$ cat src/rtl/axis_split_pkg.sv
// Shared types for the 64->2x32 AXI-Stream splitter: lane geometry and the
// per-lane FIFO entry layout.
package axis_split_pkg;
  localparam int LANE_W    = 32;
  localparam int NUM_LANES = 2;
  localparam int BEAT_W    = NUM_LANES * LANE_W;

  typedef struct packed {
    logic              last;
    logic [LANE_W-1:0] data;
  } lane_ent_t;
endpackage

$ cat src/rtl/axis_lane_fifo.sv
// First-word-fall-through FIFO for one output lane. The head entry is always
// presented on rdata_o; it is stale (don't-care) while empty.
module axis_lane_fifo #(
  parameter int DEPTH = 2,
  parameter int W     = 33
) (
  input  logic         gclk_i,
  input  logic         grst_ni,
  input  logic         push_i,
  input  logic [W-1:0] wdata_i,
  input  logic         pop_i,
  output logic [W-1:0] rdata_o,
  output logic         full_o,
  output logic         empty_o
);
  localparam int AW = $clog2(DEPTH);

  logic [DEPTH-1:0][W-1:0] mem_q;
  logic [AW-1:0]           wr_q, rd_q;
  logic [AW:0]             occ_q, occ_d;

  always_comb begin
    occ_d = occ_q;
    case ({push_i, pop_i})
      2'b10:   occ_d = occ_q + (AW+1)'(1);
      2'b01:   occ_d = occ_q - (AW+1)'(1);
      default: occ_d = occ_q;
    endcase
  end

  always_ff @(posedge gclk_i or negedge grst_ni) begin
    if (!grst_ni) begin
      mem_q <= '0;
      wr_q  <= '0;
      rd_q  <= '0;
      occ_q <= '0;
    end else begin
      if (push_i) begin
        mem_q[wr_q] <= wdata_i;
        wr_q        <= wr_q + AW'(1);
      end
      if (pop_i) rd_q <= rd_q + AW'(1);
      occ_q <= occ_d;
    end
  end

  assign rdata_o = mem_q[rd_q];
  assign full_o  = (occ_q == (AW+1)'(DEPTH));
  assign empty_o = (occ_q == '0);
endmodule

$ cat src/rtl/axis_split_2x32.sv
// Splits a 64-bit AXI-Stream into two independently drained 32-bit lanes and
// flags frames whose tlast does not land on beat FRAME_LEN-1.
module axis_split_2x32
  import axis_split_pkg::*;
#(
  parameter int DEPTH     = 2,
  parameter int FRAME_LEN = 1024,
  parameter int CNT_W     = 10
) (
  input  logic              aclk,
  input  logic              aresetn,
  input  logic [BEAT_W-1:0] s_axis_tdata,
  input  logic              s_axis_tvalid,
  input  logic              s_axis_tlast,
  output logic              s_axis_tready,
  output logic [LANE_W-1:0] m0_axis_tdata,
  output logic              m0_axis_tvalid,
  output logic              m0_axis_tlast,
  input  logic              m0_axis_tready,
  output logic [LANE_W-1:0] m1_axis_tdata,
  output logic              m1_axis_tvalid,
  output logic              m1_axis_tlast,
  input  logic              m1_axis_tready,
  output logic              frame_err,
  output logic              frame_err_sticky
);
  lane_ent_t [NUM_LANES-1:0] wr_ent, rd_ent;
  logic [NUM_LANES-1:0]      full, empty, pop, m_ready;
  logic                      accept, rdy_en_q;
  logic [CNT_W-1:0]          cnt_q, cnt_d;
  logic                      err_q, err_d, sticky_q, exp_last;

  // Ready depends only on registered occupancy, never on downstream tready.
  assign s_axis_tready = rdy_en_q & ~(|full);
  assign accept        = s_axis_tvalid & s_axis_tready;
  assign m_ready       = {m1_axis_tready, m0_axis_tready};

  for (genvar l = 0; l < NUM_LANES; l++) begin : g_lane
    assign wr_ent[l] = {s_axis_tlast, s_axis_tdata[l*LANE_W +: LANE_W]};
    assign pop[l]    = ~empty[l] & m_ready[l];

    axis_lane_fifo #(
      .DEPTH (DEPTH),
      .W     ($bits(lane_ent_t))
    ) u_fifo (
      .gclk_i  (aclk),
      .grst_ni (aresetn),
      .push_i  (accept),
      .wdata_i (wr_ent[l]),
      .pop_i   (pop[l]),
      .rdata_o (rd_ent[l]),
      .full_o  (full[l]),
      .empty_o (empty[l])
    );
  end

  assign m0_axis_tdata  = rd_ent[0].data;
  assign m0_axis_tvalid = ~empty[0];
  assign m0_axis_tlast  = rd_ent[0].last & ~empty[0];
  assign m1_axis_tdata  = rd_ent[1].data;
  assign m1_axis_tvalid = ~empty[1];
  assign m1_axis_tlast  = rd_ent[1].last & ~empty[1];

  // An early tlast restarts the count so the next frame is judged on its own.
  assign exp_last = (cnt_q == CNT_W'(FRAME_LEN - 1));

  always_comb begin
    cnt_d = cnt_q;
    err_d = 1'b0;
    if (accept) begin
      err_d = (s_axis_tlast != exp_last);
      cnt_d = (s_axis_tlast || exp_last) ? '0 : cnt_q + CNT_W'(1);
    end
  end

  always_ff @(posedge aclk or negedge aresetn) begin
    if (!aresetn) begin
      rdy_en_q <= 1'b0;
      cnt_q    <= '0;
      err_q    <= 1'b0;
      sticky_q <= 1'b0;
    end else begin
      rdy_en_q <= 1'b1;
      cnt_q    <= cnt_d;
      err_q    <= err_d;
      sticky_q <= sticky_q | err_d;
    end
  end

  assign frame_err        = err_q;
  assign frame_err_sticky = sticky_q;
endmodule
$ cat config.mk
export PLATFORM = sky130hd
export DESIGN_NAME = axis_split_2x32
export DESIGN_NICKNAME = d
export VERILOG_FILES = /design/src/rtl/axis_split_pkg.sv /design/src/rtl/axis_lane_fifo.sv /design/src/rtl/axis_split_2x32.sv
export SDC_FILE = /design/constraint.sdc
export NUM_CORES = 1
export LEC_CHECK = 0
export ABC_AREA = 0
export BUFFER_PORTS_ARGS = -buffer_cell sky130_fd_sc_hd__buf_2
export CORE_UTILIZATION = 49
export CTS_CLUSTER_DIAMETER = 40
export DETAILED_ROUTE_END_ITERATION = 8
export PLACE_DENSITY_LB_ADDON = 0.05
export SYNTH_ARGS = -nofsm -noshare
export SYNTH_HDL_FRONTEND = slang
export SYNTH_HIERARCHICAL = 1
export SYNTH_SLANG_ARGS = --single-unit
$ cat constraint.sdc
create_clock -name aclk -period 2.2 [get_ports aclk]
set_input_delay 0.44 -clock aclk [delete_from_list [all_inputs] [get_ports aclk]]
set_output_delay 0.44 -clock aclk [all_outputs]
set_load 0.1 [all_outputs]
==> impl_metrics.ini, run 1 <==
[run_status]
outcome = finished, final reports clean

[routing]
vias = 4141
drc = 0
viasPerCell = 5.21
drt_iter0_drc = 141
dr.pass1.iters = 4
finalWirelength_mm = 13.4
final_antenna_net_count = 0
wl_per_cell_um = 16.9

[yosys]
syn_inst = 459
synth.avg_cell_area_um2 = 14.8
synth-seq-cells = 153
ys_types = 36
netlist_area_um2 = 6800
ys_seq_area_share_pct = 56.3
ys_warn_count = 6
synth_fp_nets = 534

[sta]
finClkSkew_ns = 0.00446
final.min_clock_period_ns = 2.13
fmax_mhz = 471
timing.final.hold_violations = 0
rsz0062_at_grt = false
setup_viol = 0
fin_setup_tns_ns = 0
fin_crit_sh_pct = 96.6
drv_slew = 0
hold_slack_ns = 0.262

[cts]
cts_buffer_depth = 2
clkTransAtPathRegs_ns = 0.06
cts.sinks = 153
cts_tree = yes
clockRootBuffer = clkbuf_16
numCtsBuffers = 17
h-tree-depth = 4
clk_latency_ns = 0.41
post-cts-setup-buffer-count = 0

[cells_and_area]
final_cell_mix = 194 x mux2_2, 151 x dfrtp_1, 73 x buf_12, 73 x buf_2, 17 x clkbuf_16
n_antenna_cell = 0
layout.cells.most_common = mux2_2
drive_gt1_share_pct = 63.5
ff_latch_area_um2 = 3830
stdcell_area_um2 = 9340
fill_cells = 933
final_util_pct = 69.7
nNetsFinal = 681
area_delta_synth_final_pct = 37.3
multi_input_area_um2 = 2770

[hold_path]
hold_start = s_axis_tdata[38]
hold_path_depth = 2
hold_path_end = g_lane[1].u_fifo/mem_q[6]
hp-class = input pin to flip-flop

[global_routing]
grt_pass1_wl_mm = 22.5
antenna_found_initial = 1
grt_usage_pct = 20.4
grt_max_degree = 57
grt_pass1_vias = 4573
gr-total-overflow = 0

[floorplanning]
die_y_um = 120
rows = 42
io_pins = 141
initial_core_util_pct = 50.8
die-area_um2 = 14400
core_um2 = 13400
die_x_um = 120

[critical_path]
reg2reg_to = frame_err_sticky
reg2reg_depth = 6
crit_path_start_kind = flip-flop
timing.rr.start = cnt_q[4]
crit_path_end_kind = output port
critPathMaxFanout = 20
worstPathRequired_ns = 1.76
r2r_slack_ns = 0.12
crit_type = flip-flop to output port
crit_arrival_ns = 1.69

[placed_design]
placed_area_um2 = 8720
hpwl_mm = 9.12
gp_congestion = 0.757
port_buffers = 140

[flow_run]
cap_viol_max_count = 0
## metrics by stage
stage,setup WS (ns),instances
CTS,0.0383,795
global route,0.00614,795
finish,0.0749,795
detailed placement,0.115,762
floorplan,-0.393,459
global placement,0.181,762
## what timing repair did
action / in CTS / in global routing
pin swaps: 0 / 0
endpoints found under the hold margin: 44 / 0
gates resized for setup: 1 / 2
endpoints found under the setup margin: 4 / 4
hold buffers: 1 / 0
## Yosys cell counts (all sizes together)
master	instances	area share (%)
a21oi	2	0.15
a31oi	1	0.092
and2	2	0.20
and3	1	0.092
and4	1	0.13
buf	20	2.6
clkbuf	2	0.11
clkinv	1	0.13
conb	1	0.055
dfrtp	153	56
ha	5	0.92
inv	8	0.44
mux2	198	33
nand2	12	0.88
nand2b	1	0.092
nand3	7	0.52
nand4	1	0.092
nor2	6	0.55
nor2b	6	0.55
nor3b	1	0.28
o21a	1	0.11
o21ai	11	0.81
o221ai	1	0.13
o31ai	3	0.33
o41ai	1	0.13
or2	1	0.092
or3	2	0.18
xnor2	4	0.52
xor2	6	0.77
## critical path, stage by stage, from the launching register on
cell	delay, ns
dfrtp_1	0.38
buf_4	0.30
mux2_2	0.41
buf_12	0.17
## cell families after synthesis
family                     after synthesis  share of synthesized area [%]
muxes                                  198                           32.8
adders and majority gates                5                          0.920
other                                    1                         0.0551
DFF                                    153                           56.3
buffers and inverters                   31                           3.26
and+or+nand+nor                         41                           3.66
AOI/OAI and AO/OA                       20                           1.75
xor gates and xnor gates                10                           1.29
## flip-flops by register name (all words and copies together) (netlist names)
name and cells:
g_lane.u_fifo/mem_q 132, g_lane.u_fifo/rd_q 2, rdy_en_q 1, g_lane.u_fifo/occ_q 4, frame_err_sticky 1, g_lane.u_fifo/wr_q 2
frame_err 1, cnt_q 10
## worst max-delay path by stage
| stage | start | end | slack, ns | cells after the start |
|---|---|---|---|---|
| 2_1_floorplan | g_lane[1].u_fifo/occ_q[1] | g_lane[1].u_fifo/mem_q[10] | -0.39 | 8 |
| 3_3_place_gp | cnt_q[3] | frame_err_sticky | 0.18 | 6 |
| 3_5_place_dp | cnt_q[3] | cnt_q[5] | 0.11 | 8 |
| 4_1_cts | g_lane[0].u_fifo/rd_q | m0_axis_tdata[20] | 0.04 | 3 |
| 5_1_grt | cnt_q[4] | frame_err_sticky | 0.006 | 6 |
| 6_report | g_lane[0].u_fifo/rd_q | m0_axis_tdata[14] | 0.07 | 3 |
## cell type report
type	instances	share of cell area [%]
clock buffer	24	5.48
multi-input combinational	275	29.7
tap	176	2.36
inverter	9	0.523
timing repair buffer	150	20.0
sequential	153	41.0
clock inverter	8	0.965
## routing by layer
layer	vias to the layer above	wire length, um	GRT usage (%)
met3	15	915	6.89
met4	0	177	7.19
li1	1931	-	-
met2	123	6800	34.0
met5	-	0	0
met1	2072	5540	24.6
Power of run 1 is left out: the tool's default activity adds up to more than one toggle a clock period on the data nets, which glitch-free logic cannot reach.
==> run 2: changes to the inputs <==
clock period = 2.6 ns   (was 2.2 ns; I/O delays follow)
==> run 2 against run 1 <==
Register-to-register slack improved by 0.36 ns. Utilization is 0.63 points lower. Non-clock buffer count shrank 1. Final area decreased by 0.90%. Clock skew increased by 0.00051 ns.
==> impl_metrics.ini, run 2 (synthesis results as in run 1) <==
[cells_and_area]
nNetsFinal = 680
largest_reg_flops = 132
fill_cells = 942
n_antenna_cell = 0
reg_top3 = g_lane.u_fifo/mem_q: 132 flops, cnt_q: 10 flops, g_lane.u_fifo/occ_q: 4 flops
layout.cells.most_common = mux2_2
final_cell_mix = 194 x mux2_2, 153 x dfrtp_1, 73 x buf_12, 73 x buf_2, 17 x clkbuf_16
area_delta_synth_final_pct = 36.0
top_register = g_lane.u_fifo/mem_q
drive_gt1_share_pct = 62.2

[routing]
final_antenna_net_count = 0
dr.pass1.iters = 4
viasPerCell = 5.23
highest_layer = met4
drt_iter0_drc = 165
drc = 0
drt-met1-wl_mm = 5.72
routed-wl-met2_mm = 6.85
wl_met3_um = 514
vias = 4140
finalWirelength_mm = 13.2
wl_per_cell_um = 16.7

[critical_path]
timing.rr.start = cnt_q[3]
worstPathRequired_ns = 2.08
critPathMaxFanout = 26
reg2reg_depth = 8
crit_path_start_kind = flip-flop
crit_type = flip-flop to output port
startpoint = g_lane[0].u_fifo/rd_q
cp-endpoint = m0_axis_tdata[12]
r2r_slack_ns = 0.48
crit_path_end_kind = output port
crit_arrival_ns = 1.85
reg2reg_to = cnt_q[5]

[flow_run]
cap_viol_max_count = 0

[sta]
max-slew-margin-rel_pct = 65.6
timing.final.hold_violations = 0
fin_ws_ns = 0.235
setup_viol = 0
finClkSkew_ns = 0.00496
fin_crit_sh_pct = 91.0
fmax_mhz = 423
drv_slew = 0
rsz0062_at_grt = false
tightest_slew_ns = 0.516
final.min_clock_period_ns = 2.37
fin_setup_tns_ns = 0

[global_routing]
antenna_found_initial = 0
gr-total-overflow = 0
grt_pass1_wl_mm = 22.6
grt_usage_pct = 20.4
grt_max_degree = 58
grt_pass1_vias = 4517

[cts]
cts_buffer_depth = 2
h-tree-depth = 4
cts-resized-gates = 0
holdBufCountCts = 0
clkTransAtPathRegs_ns = 0.05
numCtsBuffers = 17
cts.sinks = 153
cts_tree = yes
clk_latency_ns = 0.41
clockRootBuffer = clkbuf_16
post-cts-setup-buffer-count = 0

[run_status]
outcome = finished, final reports clean

[hold_path]
hp-class = input pin to async pin

[placed_design]
port_buffers = 140
hpwl_mm = 9.24
gp_congestion = 0.813
place_ws_ns = 0.507

[floorplanning]
rows = 42
io_pins = 141
die_x_um = 120
die_y_um = 120
core_um2 = 13400
initial_core_util_pct = 50.8
die-area_um2 = 14400
## run 2: cell count changes in the layout (fill, tap and decap cells not counted)
cell / delta
bufinv_16: -2
clkbuf_1: +4
clkinv_2: -4
dfrtp_1: +2
dfrtp_2: -2
dlygate4sd3_1: -1
ha_1: +1
ha_2: -1
mux2_1: +1
mux2_4: -1
## run 2: worst min path at each step
stage	startpoint	endpoint	slack, ns
final	aresetn	g_lane[0].u_fifo/mem_q[49]	0.07
after CTS	aresetn	g_lane[0].u_fifo/mem_q[49]	0.07
after global placement	g_lane[1].u_fifo/mem_q[6]	g_lane[1].u_fifo/mem_q[6]	0.46
after detailed placement	cnt_q[6]	cnt_q[6]	0.47
after global routing	aresetn	g_lane[0].u_fifo/mem_q[49]	0.1
after floorplan	aresetn	cnt_q[0]	0.22
## run 2: area by class of cell
cell class	instances	area [um^2]	share of cell area, %
clock buffer	28	527	5.69
clock inverter	2	10.0	0.108
inverter	9	48.8	0.527
multi-input combinational	275	2760	29.9
sequential	153	3830	41.4
tap	176	220	2.38
timing repair buffer	149	1850	20.0
## run 2: critical path, cell delays in order (launching register included)
cell and delay, ns:
dfrtp_1 0.60, buf_12 0.25, mux2_2 0.39, buf_12 0.17
## run 2: metrics by stage
| step | cells | cell area [um^2] | utilization, % | hold WS (ns) |
|---|---|---|---|---|
| detailed placement | 762 | 8710 | 65.0 | 0.470 |
| floorplan | 459 | 6820 | - | 0.224 |
| global placement | 762 | 8710 | 65.0 | 0.464 |
| finish | 792 | 9250 | 69.0 | 0.0698 |
| global route | 792 | 9250 | 69.0 | 0.0993 |
| CTS | 792 | 9250 | 69.0 | 0.0736 |
## run 2: layer usage
metal | vias up | GRT usage (%)
li1 | 1920 | -
met2 | 106 | 34.0
met5 | - | 0
met3 | 13 | 4.61
met4 | 0 | 7.89
met1 | 2101 | 25.8
Power of run 2 is left out for the same reason.
==> run 3: changes to the inputs <==
--- a/config.mk
+++ b/config.mk
@@ -14,4 +14,3 @@
 export SYNTH_ARGS = -nofsm -noshare
 export SYNTH_HDL_FRONTEND = slang
-export SYNTH_HIERARCHICAL = 1
 export SYNTH_SLANG_ARGS = --single-unit
==> constraint.sdc (replaced) <==
create_clock -name aclk -period 2.6 [get_ports aclk]
set_input_delay 0.52 -clock aclk [delete_from_list [all_inputs] [get_ports aclk]]
set_output_delay 0.52 -clock aclk [all_outputs]
set_load 0.01 [all_outputs]
==> run 3 against run 2 <==
Hold slack got worse by 0.024 ns. First-iteration DRC count increased by 29%. Flip-flop and latch count unchanged. Largest cell class unchanged. Fmax about the same. Global-route usage decreased by 0.075 points. Critical path type is now flip-flop to flip-flop.
==> impl_metrics.ini, run 3 <==
[cells_and_area]
nNetsFinal = 681
stdcell_area_um2 = 8550
largest_reg_flops = 132
n_antenna_cell = 0
layout.cells.most_common = dfrtp_1
top_register = g_lane.u_fifo.mem_q
final-instance-count-excl-fill = 801
area_delta_synth_final_pct = 22.1
final_cell_mix = 153 x dfrtp_1, 139 x buf_2, 106 x mux2_2
final_util_pct = 61.4
reg_top3 = g_lane.u_fifo.mem_q: 132 flops, cnt_q: 10 flops, g_lane.u_fifo.occ_q: 4 flops
drive_gt1_share_pct = 56.8
fill_cells = 1078

[placed_design]
hpwl_mm = 8.99
port_buffers = 140
placed_area_um2 = 7900
placed_cells_incl_taps = 769
place_ws_ns = 0.324
gp_congestion = 0.769

[routing]
viasPerCell = 5.29
finalWirelength_mm = 13.8
highest_layer = met5
drt-met1-wl_mm = 6.30
dr.pass1.iters = 4
wl_met3_um = 699
final_antenna_net_count = 0
drc = 0
wl_per_cell_um = 17.2
routed-wl-met2_mm = 6.51
drt_iter0_drc = 213
vias = 4237

[sta]
fin_crit_sh_pct = 91.0
fin_ws_ns = 0.234
tightest_slew_ns = 0.679
finClkSkew_ns = 0.00653
hold_slack_ns = 0.0459
rsz0062_at_grt = false
timing.final.hold_violations = 0
max-slew-margin-rel_pct = 54.7
final.min_clock_period_ns = 2.37
fin_setup_tns_ns = 0
fmax_mhz = 423
setup_viol = 0
drv_slew = 0

[yosys]
ys_types = 38
ys.flop_type = dfrtp_1
synth_top_cell_by_area = dfrtp_1
netlist_area_um2 = 7000
synthArstFlopShare_pct = 100
ys_warn_count = 0
synth_enable_flop_cells = 0
synth_commonest_cells = 153 x dfrtp_1, 106 x mux2_2, 60 x mux2_4, 30 x mux2_1, 13 x nand2_1
synth-seq-cells = 153
ys_seq_area_share_pct = 54.7
syn_inst = 461
synthTopCellsByArea = dfrtp_1 55%, mux2_2 17%, mux2_4 13%, mux2_1 4.8%, buf_6 1.4%
synth_top_cell_area_share_pct = 54.7
synth_fp_nets = 534
synth_most_common_cell = dfrtp_1
synth.avg_cell_area_um2 = 15.2

[cts]
cts.sinks = 153
cts-resized-gates = 0
h-tree-depth = 4
cts_buffer_depth = 2
numCtsBuffers = 17
cts_tree = yes
post-cts-setup-buffer-count = 0
clockRootBuffer = clkbuf_16
holdBufCountCts = 0
clk_latency_ns = 0.41
clkTransAtPathRegs_ns = 0.06

[power]
p_switching_mw = 3.37
p_total_mw = 11.3
p_per_area_nw_per_um2 = 1320
leakage_nw = 4.11
ir_drop_v = 0.000659
seq_power_share_pct = 36.5
p_sw_share_pct = 29.9
clkPwrFrac_pct = 23.7
combPwrFrac_pct = 39.8
internal_power_mw = 7.91

[run_status]
outcome = finished, final reports clean

[floorplanning]
initial_core_util_pct = 50.2
io_pins = 141
die_y_um = 122
die_x_um = 122
rows = 43
die-area_um2 = 14800
core_um2 = 13900

[critical_path]
crit_path_start_kind = flip-flop
critPathMaxFanout = 8
worstPathRequired_ns = 2.88
crit_arrival_ns = 2.65
startpoint = cnt_q[0]
timing.rr.start = cnt_q[0]
crit_path_end_kind = flip-flop
crit_type = flip-flop to flip-flop

[global_routing]
antenna_found_initial = 2
grt_pass1_wl_mm = 22.8
grt_usage_pct = 20.3
grt_pass1_vias = 4521
gr-total-overflow = 0
grt_max_degree = 54

[hold_path]
hp-class = input pin to async pin

[flow_run]
cap_viol_max_count = 0
-- run 3: cell types whose count changed in the layout (fill, tap and decap cells not counted), moves of 4 or more --
cell | before | now
buf_2 | 73 | 139
bufinv_16 | 0 | 4
o211ai_1 | 0 | 4
buf_4 | 2 | 7
xor2_1 | 6 | 0
mux2_4 | 0 | 60
mux2_1 | 4 | 30
mux2_2 | 194 | 106
buf_12 | 73 | 4
mux2i_1 | 0 | 4
nand2_1 | 8 | 13
-- run 3: worst max-delay path, cell delays in order, from the launching register on --
cell and delay (ns):
dfrtp_1 0.42, ha_1 0.22, nand3_1 0.20, nor3_1 0.41, nand3_1 0.17, ha_1 0.32
inv_1 0.14, nor2_1 0.06, o21ai_0 0.17, o31ai_1 0.11
-- run 3: layer usage --
| metal | up-vias | GRT usage (%) |
|---|---|---|
| li1 | 1939 | - |
| met1 | 2151 | 26.7 |
| met2 | 115 | 32.0 |
| met3 | 28 | 5.64 |
| met4 | 4 | 7.41 |
| met5 | - | 0 |
-- run 3: kinds of logic after synthesis --
logic type | count (synthesis) | share of synthesized area (%)
AO/OA/AOI/OAI | 24 | 2.32
adder cells (fa/ha/maj) | 3 | 0.536
buffers and inverters | 30 | 2.82
other | 1 | 0.0536
multiplexers | 200 | 35.3
flip-flops | 153 | 54.7
XOR/XNOR | 6 | 0.751
AND/OR/NAND/NOR | 44 | 3.50
-- run 3: worst paths after layout --
path                       slack, ns                    endpoint  cells past startpoint
setup reg to reg                0.23                    cnt_q[3]                      9
hold / removal                  0.05  g_lane[1].u_fifo.mem_q[54]                      1
hold reg to reg                 0.46            frame_err_sticky                      1
max in group asynchronous       1.81  g_lane[1].u_fifo.mem_q[64]                      2
setup / recovery                0.23                    cnt_q[3]                      9
min in group aclk               0.34  g_lane[1].u_fifo.mem_q[18]                      2
-- run 3: power groups by stage --
stage                     clock, mW  sequential [mW]  combinational [mW]
after detailed placement          0             4.13                4.54
after floorplan                   0             3.94                3.28
after global routing           2.82             4.27                4.88
after global placement            0             4.06                4.45
after CTS                      2.73             4.12                4.57
final                          2.67             4.11                4.49
-- run 3: cell type report --
cell class / instances / area [um^2] / area share [%]
clock buffers: 25 / 515 / 6.03
clock inverters: 7 / 135 / 1.58
inverters: 7 / 26.3 / 0.307
multi-input cells: 278 / 2980 / 34.8
flip-flops and latches: 153 / 3830 / 44.8
well taps: 180 / 225 / 2.63
repair buffers: 151 / 840 / 9.82
No activity file was read; power rests on OpenSTA's default activity.
